### src/rtl/timer_pkg.sv
// Shared constants and helpers for the rate/timer blocks.
// Defaults here are the UART-oriented baud and oversample settings.
package timer_pkg;

  localparam int TIMER_DEFAULT_PERIOD = 434;
  localparam int TIMER_DEFAULT_OVS    = 16;
  localparam int MIN_PERIOD           = 2;

  function automatic int clog2(input int value);
    int result;
    int remaining;
    result    = 0;
    remaining = value - 1;
    while (remaining > 0) begin
      result    = result + 1;
      remaining = remaining >> 1;
    end
    return result;
  endfunction

  // A counter always needs at least one bit, even when OVS is 1.
  function automatic int ovs_width(input int ovs);
    return (clog2(ovs) < 1) ? 1 : clog2(ovs);
  endfunction

endpackage

### src/rtl/mod_counter.sv
// Wrap-at-limit counter with enable, synchronous clear and a registered wrap pulse.
// It counts 0..i_last and pulses o_wrap in the cycle after the wrapping edge.
module mod_counter #(
  parameter int W = 8
) (
  input  logic         i_clk,
  input  logic         i_rst,
  input  logic         i_en,
  input  logic         i_clr,
  input  logic [W-1:0] i_last,
  output logic         o_at_last,
  output logic         o_wrap
);

  logic [W-1:0] r_count;
  logic         r_wrap;

  // Using >= keeps the counter bounded even if i_last drops below a held count.
  assign o_at_last = (r_count >= i_last);
  assign o_wrap    = r_wrap;

  always_ff @(posedge i_clk or posedge i_rst) begin
    if (i_rst) begin
      r_count <= '0;
      r_wrap  <= 1'b0;
    end else if (i_clr) begin
      r_count <= '0;
      r_wrap  <= 1'b0;
    end else if (i_en) begin
      if (o_at_last) begin
        r_count <= '0;
        r_wrap  <= 1'b1;
      end else begin
        r_count <= r_count + 1'b1;
        r_wrap  <= 1'b0;
      end
    end else begin
      r_wrap <= 1'b0;
    end
  end

endmodule

### src/rtl/rate_tick_gen.sv
// Programmable rate-tick generator: a tick every period_cur enabled clocks and an
// ovs_tick every OVS ticks, with period changes taking effect only at safe points.
module rate_tick_gen
  import timer_pkg::*;
#(
  parameter int CNT_W          = 20,
  parameter int DEFAULT_PERIOD = TIMER_DEFAULT_PERIOD,
  parameter int OVS            = TIMER_DEFAULT_OVS,
  parameter int OVS_W          = ovs_width(OVS)
) (
  input  logic             clk,
  input  logic             s_reset,
  input  logic             enable,
  input  logic             restart,
  input  logic [CNT_W-1:0] period_in,
  input  logic             period_load,
  output logic             tick,
  output logic             ovs_tick,
  output logic [CNT_W-1:0] period_cur,
  output logic             load_pending,
  output logic             period_err
);

  logic [CNT_W-1:0] r_period_cur;
  logic [CNT_W-1:0] r_pending;
  logic             r_load_pending;
  logic             r_period_err;

  logic [CNT_W-1:0] w_period_last;
  logic [OVS_W-1:0] w_ovs_last;
  logic             w_period_at_last;
  logic             w_roll;
  logic             w_ovs_last_unused;
  logic             w_load_valid;
  logic             w_new_avail;
  logic [CNT_W-1:0] w_new_val;
  logic             w_apply_now;

  assign w_period_last = r_period_cur - CNT_W'(1);
  assign w_ovs_last    = OVS_W'(OVS - 1);
  assign w_roll        = enable & ~restart & w_period_at_last;

  mod_counter #(.W(CNT_W)) u_period (
    .i_clk     (clk),
    .i_rst     (s_reset),
    .i_en      (enable),
    .i_clr     (restart),
    .i_last    (w_period_last),
    .o_at_last (w_period_at_last),
    .o_wrap    (tick)
  );

  mod_counter #(.W(OVS_W)) u_ovs (
    .i_clk     (clk),
    .i_rst     (s_reset),
    .i_en      (w_roll),
    .i_clr     (restart),
    .i_last    (w_ovs_last),
    .o_at_last (w_ovs_last_unused),
    .o_wrap    (ovs_tick)
  );

  // A new period may only take over when no period is in flight: restart, freeze or rollover.
  assign w_load_valid = period_load & (period_in >= CNT_W'(MIN_PERIOD));
  assign w_new_avail  = w_load_valid | r_load_pending;
  assign w_new_val    = w_load_valid ? period_in : r_pending;
  assign w_apply_now  = restart | ~enable | w_period_at_last;

  always_ff @(posedge clk or posedge s_reset) begin
    if (s_reset) begin
      r_period_cur   <= CNT_W'(DEFAULT_PERIOD);
      r_pending      <= CNT_W'(DEFAULT_PERIOD);
      r_load_pending <= 1'b0;
      r_period_err   <= 1'b0;
    end else begin
      r_period_err <= period_load & ~w_load_valid;
      if (w_apply_now) begin
        if (w_new_avail) begin
          r_period_cur   <= w_new_val;
          r_pending      <= w_new_val;
          r_load_pending <= 1'b0;
        end
      end else if (w_load_valid) begin
        r_pending      <= period_in;
        r_load_pending <= 1'b1;
      end
    end
  end

  assign period_cur   = r_period_cur;
  assign load_pending = r_load_pending;
  assign period_err   = r_period_err;

endmodule

### config.mk
export PLATFORM = sky130hd
export DESIGN_NAME = rate_tick_gen
export DESIGN_NICKNAME = d
export VERILOG_FILES = /design/src/rtl/timer_pkg.sv /design/src/rtl/mod_counter.sv /design/src/rtl/rate_tick_gen.sv
export SDC_FILE = /design/constraint.sdc
export NUM_CORES = 1
export LEC_CHECK = 0
export ABC_AREA = 1
export ABC_CLOCK_PERIOD_IN_PS = 4100
export CAP_MARGIN = 20
export CORE_MARGIN = 10
export CORE_UTILIZATION = 50
export DETAILED_ROUTE_END_ITERATION = 8
export PLACE_DENSITY = 0.78
export SLEW_MARGIN = 20
export SYNTH_ARGS = -nofsm -noshare
export SYNTH_HDL_FRONTEND = slang
export SYNTH_HIERARCHICAL = 1
export SYNTH_SLANG_ARGS = --single-unit
### constraint.sdc
create_clock -name clk -period 4.1 [get_ports clk]
set_input_delay 0.82 -clock clk [delete_from_list [all_inputs] [get_ports clk]]
set_output_delay 0.82 -clock clk [all_outputs]
set_load 0.1 [all_outputs]
==> summary.md <==
| Metric | Value |
|---|---|
| Run status | `finished clean` |
| Synth cell types | `39` |
| Inst Count DP | `800` |
| Residual DRC count | `0` |
| FILL cells | `849` |
| Pin count of the biggest net entering global routing | `43` |
| Post-synth ARST share | `1.00` |
| DRT Pass-1 Iters | `5` |
| WP buf/inv | `5` |
| Final Max Tran Viols | `0` |
| Maximum clock path buffer count | `2` |
| Routed Antenna Nets | `0` |
| Register bit total from synthesis | `68` |
| IO Pins | `49` |
| CP Max Fanout | `20` |
| Number of global-route vias before repair | `4073` |
| Pleak | `2.79 nW` |
| Most common cell in the netlist | `nand2_1` |
| Met1 WL | `4860 um` |
| GRT Resource Usage Total | `0.168` |
| Area leader, netlist | `dfrtp_1` |
| Row cnt | `35` |
| PostCTS Resize Cnt | `0` |
| CTS H-tree lvls | `3` |
| Max Freq | `278 MHz` |
| Slew @ Worst Pin | `0.995 ns` |
| Mapped Area | `4680 um2` |
| CTS tree | `built` |
| Most used cell, CP | `nand2_1` |
| Gpl congestion | `0.875` |
| Top sig layer | `met4` |
| Fin crit share | `0.877` |
| HP Class | `reg2reg` |
| Number of synthesized flops with an enable pin | `0` |
| Metal3 WL | `602 um` |
| Synth area leaders | `dfrtp_1 31%, nand2_1 18%, ha_1 7.2%` |
| P_sw | `0.798 mW` |
| Worst-path clk slew | `0.08 ns` |
| Setup tns final | `0 ns` |
| Root Driver | `clkbuf_8` |
| WP data required | `4.39 ns` |
| Worst skew pair latency | `0.35 ns` |
| Die X | `117 um` |
| Die area | `13600 um2` |
| Setup CP Type | `reg2reg` |
| I/O Buffers | `48` |
| Initial Util | `0.509` |
| Worst vdd ir | `0.239 mV` |
| Ordered list of cells on the worst path | `inv_1 > ha_1 > nand2_1 > nor2_2 > nand2_1 > nor2_2 > nand2_2 > clkinv_1 > nand3_2 > nand2_1 > inv_1 > ha_1 > nand2_1 > inv_1 > nand2_1 > nand2_1 > a21oi_2 > nand4_4 > nor3_1 > inv_1 > nand2_1 > nand2_1 > nand2_1` |
| Critical path's slowest cell | `nand2_1` |
| Met2 WL post-DR | `5110 um` |
| Nets@finish | `752` |
| Max_cap viols | `0` |
| Crit path arrival time | `3.89 ns` |
| Delay of the slowest critical-path stage | `0.47 ns` |
| Combinational power share | `0.319` |
| Initial antenna violation count | `0` |
| Switching Fraction | `0.388` |
| Synth top area share | `0.310` |
| Overall routed net length | `10700 um` |
| Hold Vio Cnt, Final | `0` |
| Int Pwr | `1.26 mW` |
| Worst slew margin | `0.334` |
| Vias per inst | `5.04` |
| Commonest cells post-synth | `220 x nand2_1, 85 x inv_1, 62 x nor2_1` |
| Share of power burned in registers | `0.380` |
| Worst path top cell family by delay | `simple AND/OR/NAND/NOR gates` |
| Routed via count | `4110` |
| Post-DP HPWL | `8370 um` |
| Max Clock Skew | `0.0109 ns` |
| Global-route wire length before repair | `18600 um` |
| Yosys Warn Count | `6` |
| Layout cells sized above 1 | `0.126` |
| Setup Fix Bufs, Post-CTS | `0` |
| CP endpoint kind | `flop` |
| Syn avg cell area | `7.25 um2` |
| Top FF cell, synth | `dfrtp_1` |
| Sequential area share after synthesis | `0.366` |
| CTS Hold Buffers Added | `0` |
| Core area | `9200 um2` |
| # setup viols final | `0` |
| Initial DRC count | `188` |
| Gr ovfl total | `0` |
| TritonCTS buffer count | `9` |
| Minimum clock period | `3.59 ns` |
| CP Launch Type | `flop` |
| CTS Sinks | `68` |
| Area Overhead vs Synth | `16.7%` |
| Clock Power Share | `0.302` |
| Die height | `117 um` |
| Pwr Density | `376 nW/um2` |
| Layout Cells excl Fill | `816` |
| RSZ-0062 raised after global routing | `false` |
| Routed wire per std cell | `13.1 um` |
| ANT cells | `0` |
| Cells after synthesis | `646` |
==> power groups by stage <==
| stage | registers (mW) | clock network, mW | logic (mW) |
|---|---|---|---|
| CTS | 0.781 | 0.629 | 0.660 |
| global placement | 0.792 | 0 | 0.642 |
| detailed placement | 0.793 | 0 | 0.657 |
| finish | 0.781 | 0.620 | 0.655 |
| global route | 0.789 | 0.658 | 0.718 |
| floorplan | 1.01 | 0 | 0.277 |
==> placed cells by master (no fill, tap or decap), types with 10 or more instances in the layout <==
| cell | count |
|---|---|
| o21ai_0 | 11 |
| nand2_1 | 220 |
| ha_1 | 27 |
| nor2_1 | 62 |
| inv_1 | 85 |
| nand3_1 | 40 |
| dfstp_2 | 10 |
| nand2_2 | 13 |
| clkdlybuf4s50_1 | 48 |
| a21oi_1 | 14 |
| dfrtp_1 | 58 |
| xor2_1 | 12 |
==> per-layer routing <==
metal / vias to the layer above / GRT usage
met3: 11 / 0.0395
met4: 0 / 0.0593
li1: 2109 / -
met1: 1878 / 0.205
met2: 112 / 0.283
met5: - / 0
==> kinds of logic after synthesis <==
kind of cell	after synthesis	share of synthesized area
fa+ha+maj	27	0.0722
other cells	1	0.000801
flops	68	0.366
xor+xnor	16	0.0299
buf+inv	107	0.0978
compound gates	48	0.0700
simple gates	379	0.363
==> sequential cells by signal (all words and copies together), names as in the netlist <==
name	count
period_err	1
u_period/o_wrap	1
u_ovs/r_count	4
u_ovs/o_wrap	1
period_cur	20
u_period/r_count	20
load_pending	1
r_pending	20
==> worst paths after layout <==
check                                          startpoint  cells past startpoint                         endpoint  slack (ns)
worst max-delay path            period_cur[0]$_DFFE_PP0P_                     23       period_cur[11]$_DFFE_PP0P_        0.51
worst min-delay path             r_pending[6]$_DFFE_PP0P_                      2         r_pending[6]$_DFFE_PP0P_        0.48
worst max register to register  period_cur[0]$_DFFE_PP0P_                     23       period_cur[11]$_DFFE_PP0P_        0.51
worst min register to register   r_pending[6]$_DFFE_PP0P_                      2         r_pending[6]$_DFFE_PP0P_        0.48
max in group asynchronous                         s_reset                      2  u_period/r_count[3]$_DFFE_PP0P_        2.56
min in group asynchronous                         s_reset                      2           u_ovs/o_wrap$_DFF_PP0_        0.76
==> worst min-delay path: stages, from the launching register on <==
cell and delay, ns:
dfrtp_1 0.33, nand2_1 0.05, nand2_1 0.07
==> stage by stage <==
stage,util,instance area (um2),hold WS (ns),power (mW),setup WS (ns)
after floorplan,-,4690,0.438,1.28,0.198
after global placement,0.571,5250,0.454,1.43,0.633
after detailed placement,0.571,5250,0.460,1.45,0.523
after CTS,0.594,5460,0.479,2.07,0.494
after global routing,0.594,5460,0.501,2.16,0.131
final,0.594,5460,0.479,2.06,0.506
==> cell type report <==
class                   count  area (um2)  area share
multi-input cells         474        2520       0.461
flip-flops and latches     68        1710       0.314
repair buffers             54         526      0.0962
inverters                  93         349      0.0639
well taps                 111         139      0.0254
clock buffers              10         128      0.0234
clock inverters             6        88.8      0.0163
Power figures use the tool's default switching activity.
